File: src/rtl/l2_req_scheduler.sv
// l2_req_scheduler: arbitrates I-cache and D-cache line misses onto the single L2 request port
module l2_req_scheduler #(
  parameter int WORD_W       = 16,
  parameter int LINE_W       = 128,
  parameter int STARVE_LIMIT = 4
) (
  input  logic              clk,
  input  logic              rst_n,
  input  logic [WORD_W-1:0] ic_addr,
  input  logic              ic_read,
  input  logic              ic_write,
  input  logic [LINE_W-1:0] ic_wdata,
  input  logic [1:0]        ic_byte_enable,
  output logic              ic_resp,
  output logic [LINE_W-1:0] ic_rdata,
  input  logic [WORD_W-1:0] dc_addr,
  input  logic              dc_read,
  input  logic              dc_write,
  input  logic [LINE_W-1:0] dc_wdata,
  input  logic [1:0]        dc_byte_enable,
  output logic              dc_resp,
  output logic [LINE_W-1:0] dc_rdata,
  output logic [WORD_W-1:0] l2_addr,
  output logic              l2_read,
  output logic              l2_write,
  output logic [LINE_W-1:0] l2_wdata,
  output logic [1:0]        l2_byte_enable,
  input  logic              l2_resp,
  input  logic [LINE_W-1:0] l2_rdata
);
  typedef enum logic [1:0] {IDLE, IC_XFER, DC_XFER, DONE} state_t;
  localparam logic [3:0] LIM = 4'(STARVE_LIMIT);
  state_t     r_state, w_state;
  logic [3:0] r_starve, w_starve;
  logic       r_owner_dc, w_owner_dc;
  logic       w_ic_req, w_dc_req, w_ic_grant, w_dc_grant, w_xfer_done;
  assign w_ic_req    = ic_read | ic_write;
  assign w_dc_req    = dc_read | dc_write;
  assign w_xfer_done = (r_state == IC_XFER || r_state == DC_XFER) && l2_resp;
  // state, starvation counter and owner registers
  always_ff @(posedge clk or negedge rst_n) begin
    if (!rst_n) begin
      r_state    <= IDLE;
      r_starve   <= '0;
      r_owner_dc <= 1'b1;
    end else begin
      r_state    <= w_state;
      r_starve   <= w_starve;
      r_owner_dc <= w_owner_dc;
    end
  end
  // arbitration and next-state: D-cache wins unless the I-cache has waited out LIM D-cache grants
  always_comb begin
    w_state    = r_state;
    w_starve   = r_starve;
    w_owner_dc = r_owner_dc;
    w_ic_grant = 1'b0;
    w_dc_grant = 1'b0;
    case (r_state)
      IDLE: begin
        w_ic_grant = w_ic_req && (!w_dc_req || r_starve == LIM);
        w_dc_grant = w_dc_req && !w_ic_grant;
        w_state    = w_ic_grant ? IC_XFER : w_dc_grant ? DC_XFER : IDLE;
        w_owner_dc = w_dc_grant ? 1'b1 : w_ic_grant ? 1'b0 : r_owner_dc;
        w_starve   = (w_ic_grant || !w_ic_req) ? 4'd0 : (r_starve == LIM) ? r_starve : r_starve + 4'd1;
      end
      IC_XFER, DC_XFER: w_state = l2_resp ? DONE : r_state;
      default:          w_state = IDLE;
    endcase
  end
  // registered L2 request, response pulses and read-line capture; write wins when both strobes are raised
  always_ff @(posedge clk or negedge rst_n) begin
    if (!rst_n) begin
      l2_addr        <= '0;
      l2_wdata       <= '0;
      l2_byte_enable <= '0;
      l2_read        <= 1'b0;
      l2_write       <= 1'b0;
      ic_resp        <= 1'b0;
      dc_resp        <= 1'b0;
      ic_rdata       <= '0;
      dc_rdata       <= '0;
    end else begin
      if (w_ic_grant || w_dc_grant) begin
        l2_addr        <= w_dc_grant ? dc_addr : ic_addr;
        l2_wdata       <= w_dc_grant ? dc_wdata : ic_wdata;
        l2_byte_enable <= w_dc_grant ? dc_byte_enable : ic_byte_enable;
        l2_write       <= w_dc_grant ? dc_write : ic_write;
        l2_read        <= w_dc_grant ? dc_read & ~dc_write : ic_read & ~ic_write;
      end
      if (w_xfer_done) begin
        l2_read  <= 1'b0;
        l2_write <= 1'b0;
      end
      if (w_xfer_done && l2_read && !r_owner_dc) ic_rdata <= l2_rdata;
      if (w_xfer_done && l2_read && r_owner_dc) dc_rdata <= l2_rdata;
      ic_resp <= w_xfer_done && !r_owner_dc;
      dc_resp <= w_xfer_done && r_owner_dc;
    end
  end
endmodule

File: config.mk
export PLATFORM = sky130hd
export DESIGN_NAME = l2_req_scheduler
export DESIGN_NICKNAME = d
export VERILOG_FILES = /design/src/rtl/l2_req_scheduler.sv
export SDC_FILE = /design/constraint.sdc
export NUM_CORES = 1
export LEC_CHECK = 0
export CORE_AREA = 3 3 321 323
export DETAILED_ROUTE_END_ITERATION = 8
export DIE_AREA = 0 0 324 326
export GPL_ROUTABILITY_DRIVEN = 1
export MAX_ROUTING_LAYER = met4
export PLACE_DENSITY_LB_ADDON = 0.08
export RECOVER_POWER = 100
export SLEW_MARGIN = 40
export SYNTH_ARGS = -nofsm -noshare
export SYNTH_HDL_FRONTEND = slang
export SYNTH_SLANG_ARGS = --single-unit
export TNS_END_PERCENT = 5
File: constraint.sdc
create_clock -name clk -period 2.8 [get_ports clk]
set_clock_uncertainty 0.1 [all_clocks]
set_input_delay 0.84 -clock clk [delete_from_list [all_inputs] [get_ports clk]]
set_output_delay 0.84 -clock clk [all_outputs]
set_load 0.05 [all_outputs]
### Word-level counts from Yosys, hierarchy flattened

Cells that the tools add are included.

| storage, ports and cells | value |
|---|---|
| output and inout port bits | 406 |
| register bits | 413 |

| cells by class | value |
|---|---|
| reduce and logical (&&, ||, !) cells | 22 |
| equality and inequality tests | 5 |
| multiplexer cells | 19 |
| bitwise operators | 6 |
| $add $sub $neg | 1 |

Operator list:

| cell | number |
|---|---|
| $mux W128 | 1 |
| $mux W16 | 1 |
| $mux W1 | 10 |
| $logic_and A1 B1 Y1 | 8 |
| $mux W2 | 4 |
| $mux W4 | 2 |
| $add A4 B1 Y4 const B | 1 |
| $eq A4 B3 Y1 const B | 1 |
| $logic_not A1 Y1 | 4 |
| $logic_or A1 B1 Y1 | 4 |
| $pmux W2 S2 | 1 |
| $reduce_and A2 Y1 | 2 |
| $reduce_bool A2 Y1 | 2 |
| $and A1 B1 Y1 | 2 |
| $eq A2 B1 Y1 const B | 1 |
| $eq A2 B2 Y1 const B | 1 |
| $logic_not A2 Y1 | 1 |
| $ne A2 B1 Y1 const B | 1 |
| $ne A2 B2 Y1 const B | 1 |
| $not A1 Y1 | 2 |
| $or A1 B1 Y1 | 2 |
| $reduce_or A2 Y1 | 1 |

### Longest topological paths before layout

Gate-level depths: netlist of the first run.

| depth | value |
|---|---|
| depth after elaboration | 10 |
| gate-level depth with buffers | 8 |

### Worst setup path before layout of the first run

OpenSTA, ideal clock, no wires.

| path | value |
|---|---|
| path type | in2reg |
| from | input port dc_read |
| to | register l2_wdata[100] |
| setup time | 0.111 ns |
| stages on the path | 7 |
| path buffers | 4 |
| arrival time | 1.975 ns |
| setup slack | 0.614 ns |
| data required time | 2.589 ns |
| path through | buf_2 buf_6 buf_6 clkbuf_1 o21bai_1 mux2i_1 a2111oi_2 |

| on the way | value |
|---|---|
| longest elaborated chain between the ends | 8 |

RTL lines:

| item | RTL line | text |
|---|---|---|
| start, declared | 17 | `input logic dc_read,` |
| $or A1 B1 Y1 * | 38 | `assign w_dc_req = dc_read \| dc_write;` |
| $logic_not A1 Y1 | 61 | `w_ic_grant = w_ic_req && (!w_dc_req \|\| r_starve == LIM);` |
| $logic_or A1 B1 Y1 | 61 |  |
| $logic_and A1 B1 Y1 | 61 |  |
| $logic_not A1 Y1 | 62 | `w_dc_grant = w_dc_req && !w_ic_grant;` |
| $logic_and A1 B1 Y1 | 62 |  |
| $mux W1 | 59 | `case (r_state)` |
| $mux W128 / $logic_or A1 B1 Y1 (equally long branches) | 86, 84 |  |
| end signal, assigned | 86 | `l2_wdata <= w_dc_grant ? dc_wdata : ic_wdata;` |
| end, declared | 26 | `output logic [LINE_W-1:0] l2_wdata,` |

Every way passes the cells marked *; elsewhere a longest branch is shown, timed or not.
A chain may end at the register's enable or synchronous reset.

### Worst setup path in the final report of the first run

| path | value |
|---|---|
| from | register l2_wdata[72] |
| to | output port l2_wdata[72] |

No word-level cell between the ends.

==> flow_summary_export.csv, run 1 <==
group,metric,value,unit
status,status,"finished, final reports clean",
timing,final_hold_viol_count,0,
hold_path,min_path_type,"reg2reg",
floorplanning,coreArea,100000,um2
critical_path,cp_slowest_cell,"clkdlybuf4s50_1",
floorplanning,ios,833,
pwr,seqPwrFrac,24.8,%
floorplanning,dieArea,106000,um2
logic_synthesis,synthCells,1953,
critical_path,cp-start-kind,"register",
timing,worstMarginPinSlew,1230,ps
critical_path,r2r-end,"ic_rdata[32]",
logic_synthesis,synth.avg_cell_area,11.4,um2
critical_path,crit_fanout,2,
placed_design,place_hpwl,76.6,mm
clock_tree,cts_inserted_buffers,53,
critical_path,ff2ff_setup_slack,150,ps
logic_synthesis,ys_types,42,
clock_tree,clock_latency,600,ps
pwr,vdd_ir_drop_max,0.486,mV
floorplanning,start_util,22.2,%
floorplanning,die_w,324,um
detailed_routing,via_per_inst,4.81,
critical_path,crit_arrival,1820,ps
pwr,intPower,20600,uW
logic_synthesis,syn_nets,2384,
cells_and_area,layout_commonest_cell,"clkdlybuf4s50_1",
critical_path,required,1860,ps
pwr,combPwrFrac,58.8,%
logic_synthesis,synthTopCellsByArea,"dfrtp_1 46%, mux2_1 12%, a2111oi_2 9.7%",
cells_and_area,drive_above_1_share,10.2,%
cells_and_area,mostFrequentLayoutCells,"594 x clkdlybuf4s50_1, 412 x dfrtp_1, 292 x nor3_1",
grt,antenna_found_initial,41,
timing,relSlewSlack,18.1,%
pwr,p_per_area,1300,nW/um2
logic_synthesis,yosysSeqAreaShare,46.5,%
floorplanning,rows,116,
critical_path,worstSetupPathType,"reg2out",
grt,grt_pass1_wl,150,mm
timing,timing.final.crit_share,98.7,%
timing,max_freq,362,MHz
clock_tree,clockBufferDepth,3,
critical_path,reg2regPathDepth,6,
pwr,clockPowerShare,16.4,%
timing,rsz0062_at_grt,"false",
clock_tree,cts_tree,"done",
placed_design,portBuffers,832,
clock_tree,clk_pin_slew,60,ps
clock_tree,cts_sinks,413,
logic_synthesis,yosysWarnings,0,
detailed_routing,vias,19800,
pwr,power_leakage,0.0132,uW
grt,globalRouteOverflowTotal,0,
detailed_routing,drtIter0Drc,855,
job,maxCapViolCount,0,
logic_synthesis,yosysTopAreaCellShare,46.4,%
floorplanning,die_h,326,um
timing,finalCriticalPeriod,2760,ps
pwr,finalPower,43100,uW
detailed_routing,firstDrtPassIters,5,
critical_path,worstPathBufferInverterCount,1,
cells_and_area,syn_to_final_growth,49.5,%
hold_path,hold_depth,2,
critical_path,cp_slowest_stage_delay,840,ps
critical_path,rr_startpoint,"r_state[1]",
detailed_routing,wl_per_cell,25.4,um
grt,grt_usage,19.5,%
clock_tree,clock-root-buffer,"clkbuf_16",
detailed_routing,drc_errors,0,
detailed_routing,wirelength,105,mm
hold_path,hold-path-endpoint,"r_owner_dc",
critical_path,setup.worst_path.end_class,"primary output",
detailed_routing,ant_nets,0,
placed_design,place_congestion,0.808,
timing,slew_violations,0,
hold_path,hp-start,"r_owner_dc",
cells_and_area,fin_util,33.2,%
clock_tree,htree_num_levels,2,
timing,finalSetupViolations,0,
logic_synthesis,synth_area,22200,um2
cells_and_area,layout.nets,3176,
grt,grt_pass1_vias,20700,
logic_synthesis,ys_ff_latch,413,
critical_path,path_cells,"clkdlybuf4s50_1",
pwr,p_sw,22500,uW
grt,grt_max_degree,89,
logic_synthesis,synth_top_area_cell,"dfrtp_1",
pwr,p_sw_share,52.2,%
critical_path,path_delay_family,"buffers and inverters",
-- flip-flops by register name (all words and copies together), names as in the netlist, 2 cells and up --
register        count
dc_rdata          128
r_state             2
l2_wdata          128
l2_byte_enable      2
ic_rdata          128
l2_addr            16
r_starve            4
-- metal layers --
layer | vias to the layer above | part of all wire [%] | GRT usage (%)
met4 | 0 | 1.7 | 3.75
li1 | 8929 | - | -
met5 | - | 0 | -
met3 | 108 | 8.9 | 6.30
met1 | 9996 | 39 | 22.3
met2 | 770 | 50 | 33.3
-- what timing repair did --
item                                   CTS  global route
pin swaps                                0             0
buffers inserted                         0             0
gates resized for setup                172            44
hold buffers                             1             0
endpoints found under the hold margin   13             0
setup endpoints to repair              172            44
-- worst min-delay path, cell delays in order, from the launching register on --
cell and delay (ps):
dfstp_2 360, nand2_1 40, o21ai_0 70
-- Yosys cell counts (all sizes together) --
| cell type | n |
|---|---|
| a2111oi | 146 |
| a21boi | 1 |
| a21o | 1 |
| a31oi | 1 |
| and3 | 1 |
| and3b | 2 |
| buf | 92 |
| clkbuf | 116 |
| dfrtp | 412 |
| dfstp | 1 |
| ha | 4 |
| inv | 6 |
| mux2 | 257 |
| mux2i | 147 |
| nand2 | 7 |
| nand2b | 1 |
| nand3 | 2 |
| nand3b | 3 |
| nand4 | 1 |
| nor2 | 151 |
| nor3 | 292 |
| nor4 | 1 |
| o2111a | 1 |
| o211ai | 2 |
| o21a | 1 |
| o21ai | 3 |
| o21bai | 146 |
| o22ai | 2 |
| o32ai | 1 |
| o41a | 1 |
| o41ai | 3 |
| or2 | 2 |
| or3 | 146 |
-- layout make-up --
type                       count  area (um2)
tap                         1298        1620
clock inverter                16         214
clock buffer                  80        1550
antenna                       36        90.1
fill                       10200       66900
sequential                   413       10300
inverter                       6        22.5
timing repair buffer         945        8950
multi-input combinational   1326       10400
-- through the flow --
step / instances / cell area [um2] / setup WS [ps] / setup TNS [ps] / hold slack (ps)
after floorplan: 1953 / 22200 / 614 / 0 / 361
after global placement: 3986 / 32700 / -26.8 / -248 / 372
after detailed placement: 3987 / 32700 / -12.0 / -18.5 / 379
after CTS: 4084 / 34200 / 0.0412 / 0 / 386
after global routing: 4120 / 33200 / 0.220 / 0 / 391
final: 4120 / 33200 / 37.5 / 0 / 379
-- logic make-up after synthesis --
logic type / share of synthesized area [%]
AO/OA/AOI/OAI: 15.4
adder cells (fa/ha/maj): 0.225
buffers and inverters: 4.50
flip-flops: 46.5
multiplexers: 19.6
AND/OR/NAND/NOR: 13.8
-- power groups by stage --
stage / logic, uW / registers, uW / clock network (uW)
final: 25300 / 10700 / 7080
after CTS: 27200 / 10700 / 7340
after global placement: 27800 / 10800 / 0
after floorplan: 6780 / 20800 / 0
after detailed placement: 28000 / 10800 / 0
after global routing: 26600 / 11100 / 7570
-- how the worst max path moves through the flow --
stage	startpoint	endpoint	slack, ps	cells after the start
global route	dc_rdata[46]	dc_rdata[46]	0.2	1
finish	l2_wdata[72]	l2_wdata[72]	40	1
CTS	l2_wdata[96]	l2_wdata[96]	0.04	1
detailed placement	ic_read	l2_wdata[12]	-10	6
floorplan	dc_read	l2_wdata[100]	610	7
global placement	ic_read	l2_wdata[109]	-30	6
Power figures use the tool's default switching activity.
==> inputs of run 2 (changes only) <==
--- a/config.mk
+++ b/config.mk
@@ -11,7 +11,7 @@
 export GPL_ROUTABILITY_DRIVEN = 1
 export MAX_ROUTING_LAYER = met4
 export PLACE_DENSITY_LB_ADDON = 0.08
-export RECOVER_POWER = 100
+export RECOVER_POWER = 25
 export SLEW_MARGIN = 40
 export SYNTH_ARGS = -nofsm -noshare
 export SYNTH_HDL_FRONTEND = slang
==> run 2 against run 1 <==
Combinational power is 6% higher. Clock power about the same. Sequential share of layout area is 1.0 points lower. Power rose by 3.2%. Die area did not move. Fmax barely moved. Flip-flop and latch count did not move. Sequential power barely moved. Utilization increased by 1.1 points. Critical path type unchanged. Critical endpoint unchanged. Highest routed layer unchanged.
==> flow_summary_export.csv, run 2 (synthesized netlist as in run 1, its figures left out) <==
group,metric,value,unit
status,status,"finished, final reports clean",
cells_and_area,drive_above_1_share,13.6,%
clock_tree,clk_pin_slew,60,ps
floorplanning,die_w,324,um
timing,setup_slack,37.2,ps
pwr,intPower,21600,uW
floorplanning,coreArea,100000,um2
critical_path,crit_start,"l2_wdata[72]",
critical_path,required,1860,ps
critical_path,path_cells,"clkdlybuf4s50_1",
timing,fin_tns_setup,0,ps
critical_path,cp_slowest_cell,"clkdlybuf4s50_1",
grt,grt_pass1_vias,20700,
cells_and_area,final.fill_count,10000,
pwr,p_sw,22900,uW
cells_and_area,syn_to_final_growth,54.6,%
clock_tree,cts_sinks,413,
placed_design,place_hpwl,76.6,mm
cells_and_area,fin_area,34400,um2
floorplanning,dieArea,106000,um2
timing,relSlewSlack,17.2,%
detailed_routing,wl_per_cell,25.4,um
timing,slew_violations,0,
grt,grt_max_degree,89,
critical_path,cp_slowest_stage_delay,840,ps
grt,antenna_found_initial,41,
detailed_routing,via_per_inst,4.80,
pwr,clockPowerShare,15.9,%
pwr,power_leakage,0.0141,uW
critical_path,reg2regPathDepth,5,
grt,globalRouteOverflowTotal,0,
grt,grt_pass1_wl,150,mm
placed_design,place_congestion,0.808,
critical_path,rr_startpoint,"r_state[1]",
timing,worstMarginPinSlew,1240,ps
critical_path,worstSetupPathType,"reg2out",
hold_path,hold_depth,2,
hold_path,min_path_type,"reg2reg",
clock_tree,clock_latency,600,ps
pwr,p_per_area,1300,nW/um2
critical_path,cp-start-kind,"register",
detailed_routing,wirelength,105,mm
timing,max_freq,362,MHz
detailed_routing,firstDrtPassIters,7,
floorplanning,die_h,326,um
detailed_routing,ant_nets,0,
cells_and_area,layout.nets,3176,
placed_design,pre_cts_slack,-12.0,ps
critical_path,path_delay_family,"buffers and inverters",
clock_tree,cts_inserted_buffers,53,
floorplanning,rows,116,
job,maxCapViolCount,0,
timing,finalSetupViolations,0,
pwr,p_sw_share,51.4,%
cells_and_area,layout_commonest_cell,"clkdlybuf4s50_1",
cells_and_area,multi_input_area,10900,um2
clock_tree,cts_setup_buffers,0,
critical_path,worstPathBufferInverterCount,1,
timing,finalCriticalPeriod,2760,ps
critical_path,crit_arrival,1820,ps
floorplanning,ios,833,
pwr,combPwrFrac,60.1,%
timing,rsz0062_at_grt,"false",
pwr,seqPwrFrac,24.0,%
critical_path,cp.depth,1,
pwr,vdd_ir_drop_max,0.542,mV
detailed_routing,vias,19800,
grt,grt_usage,19.5,%
placed_design,portBuffers,832,
cells_and_area,reg.largest.list,"dc_rdata (128), ic_rdata (128), l2_wdata (128)",
clock_tree,clock-root-buffer,"clkbuf_16",
critical_path,crit_fanout,2,
timing,timing.final.crit_share,98.7,%
detailed_routing,drc_errors,0,
clock_tree,clockBufferDepth,3,
detailed_routing,drtIter0Drc,999,
timing,final_hold_viol_count,0,
cells_and_area,mostFrequentLayoutCells,"594 x clkdlybuf4s50_1, 412 x dfrtp_1, 292 x nor3_1",
cells_and_area,seqCellArea,10300,um2
floorplanning,start_util,22.2,%
clock_tree,cts_tree,"done",
critical_path,setup.worst_path.end_class,"primary output",
clock_tree,htree_num_levels,2,
placed_design,placed_area,32700,um2
hold_path,hp-start,"r_owner_dc",
## run 2: final timing paths
check,endpoint,slack (ps)
setup / recovery,l2_wdata[72],40
max in group asynchronous,dc_rdata[64],360
setup reg to reg,l2_wdata[111],490
hold / removal,r_owner_dc,380
min in group asynchronous,dc_rdata[58],910
hold reg to reg,r_owner_dc,380
## run 2: worst register-to-register path, cell delays in order (launching register included)
cell and delay (ps):
dfrtp_1 400, inv_1 70, ha_1 440, buf_12 450, buf_16 470, a2111oi_2 240
## run 2: repair_timing
| action | 4_1_cts | 5_1_grt |
|---|---|---|
| endpoints found under the setup margin | 172 | 44 |
| resized for setup | 172 | 44 |
| hold buffers | 1 | 0 |
| endpoints found under the hold margin | 13 | 0 |
## run 2: through the flow
stage / total power [uW] / utilization, % / cells / hold slack (ps)
after global routing: 46700 / 34.3 / 4120 / 391
after CTS: 45300 / 34.2 / 4084 / 386
final: 44500 / 34.3 / 4121 / 380
after global placement: 38600 / 32.6 / 3986 / 372
after floorplan: 27600 / - / 1953 / 361
after detailed placement: 38900 / 32.6 / 3987 / 379
## run 2: power by group through the flow
stage	registers, uW	logic, uW	clock network, uW
after detailed placement	10800	28000	0
after global placement	10800	27800	0
after floorplan	20800	6780	0
after global routing	11000	28000	7570
final	10700	26700	7080
after CTS	10700	27200	7340
## run 2: final cells by class
class | instances | share of cell area, %
diodes | 37 | 0.270
clock buffers | 80 | 4.51
clock inverters | 16 | 0.623
inverters | 6 | 0.0656
multi-input cells | 1326 | 31.8
flip-flops and latches | 413 | 30.1
well taps | 1298 | 4.73
repair buffers | 945 | 27.9
## run 2: metal layers
layer	part of all wire, %	track usage, %
met1	40	22.3
met4	1.7	3.75
met2	50	33.3
met3	8.7	6.30
met5	0	-
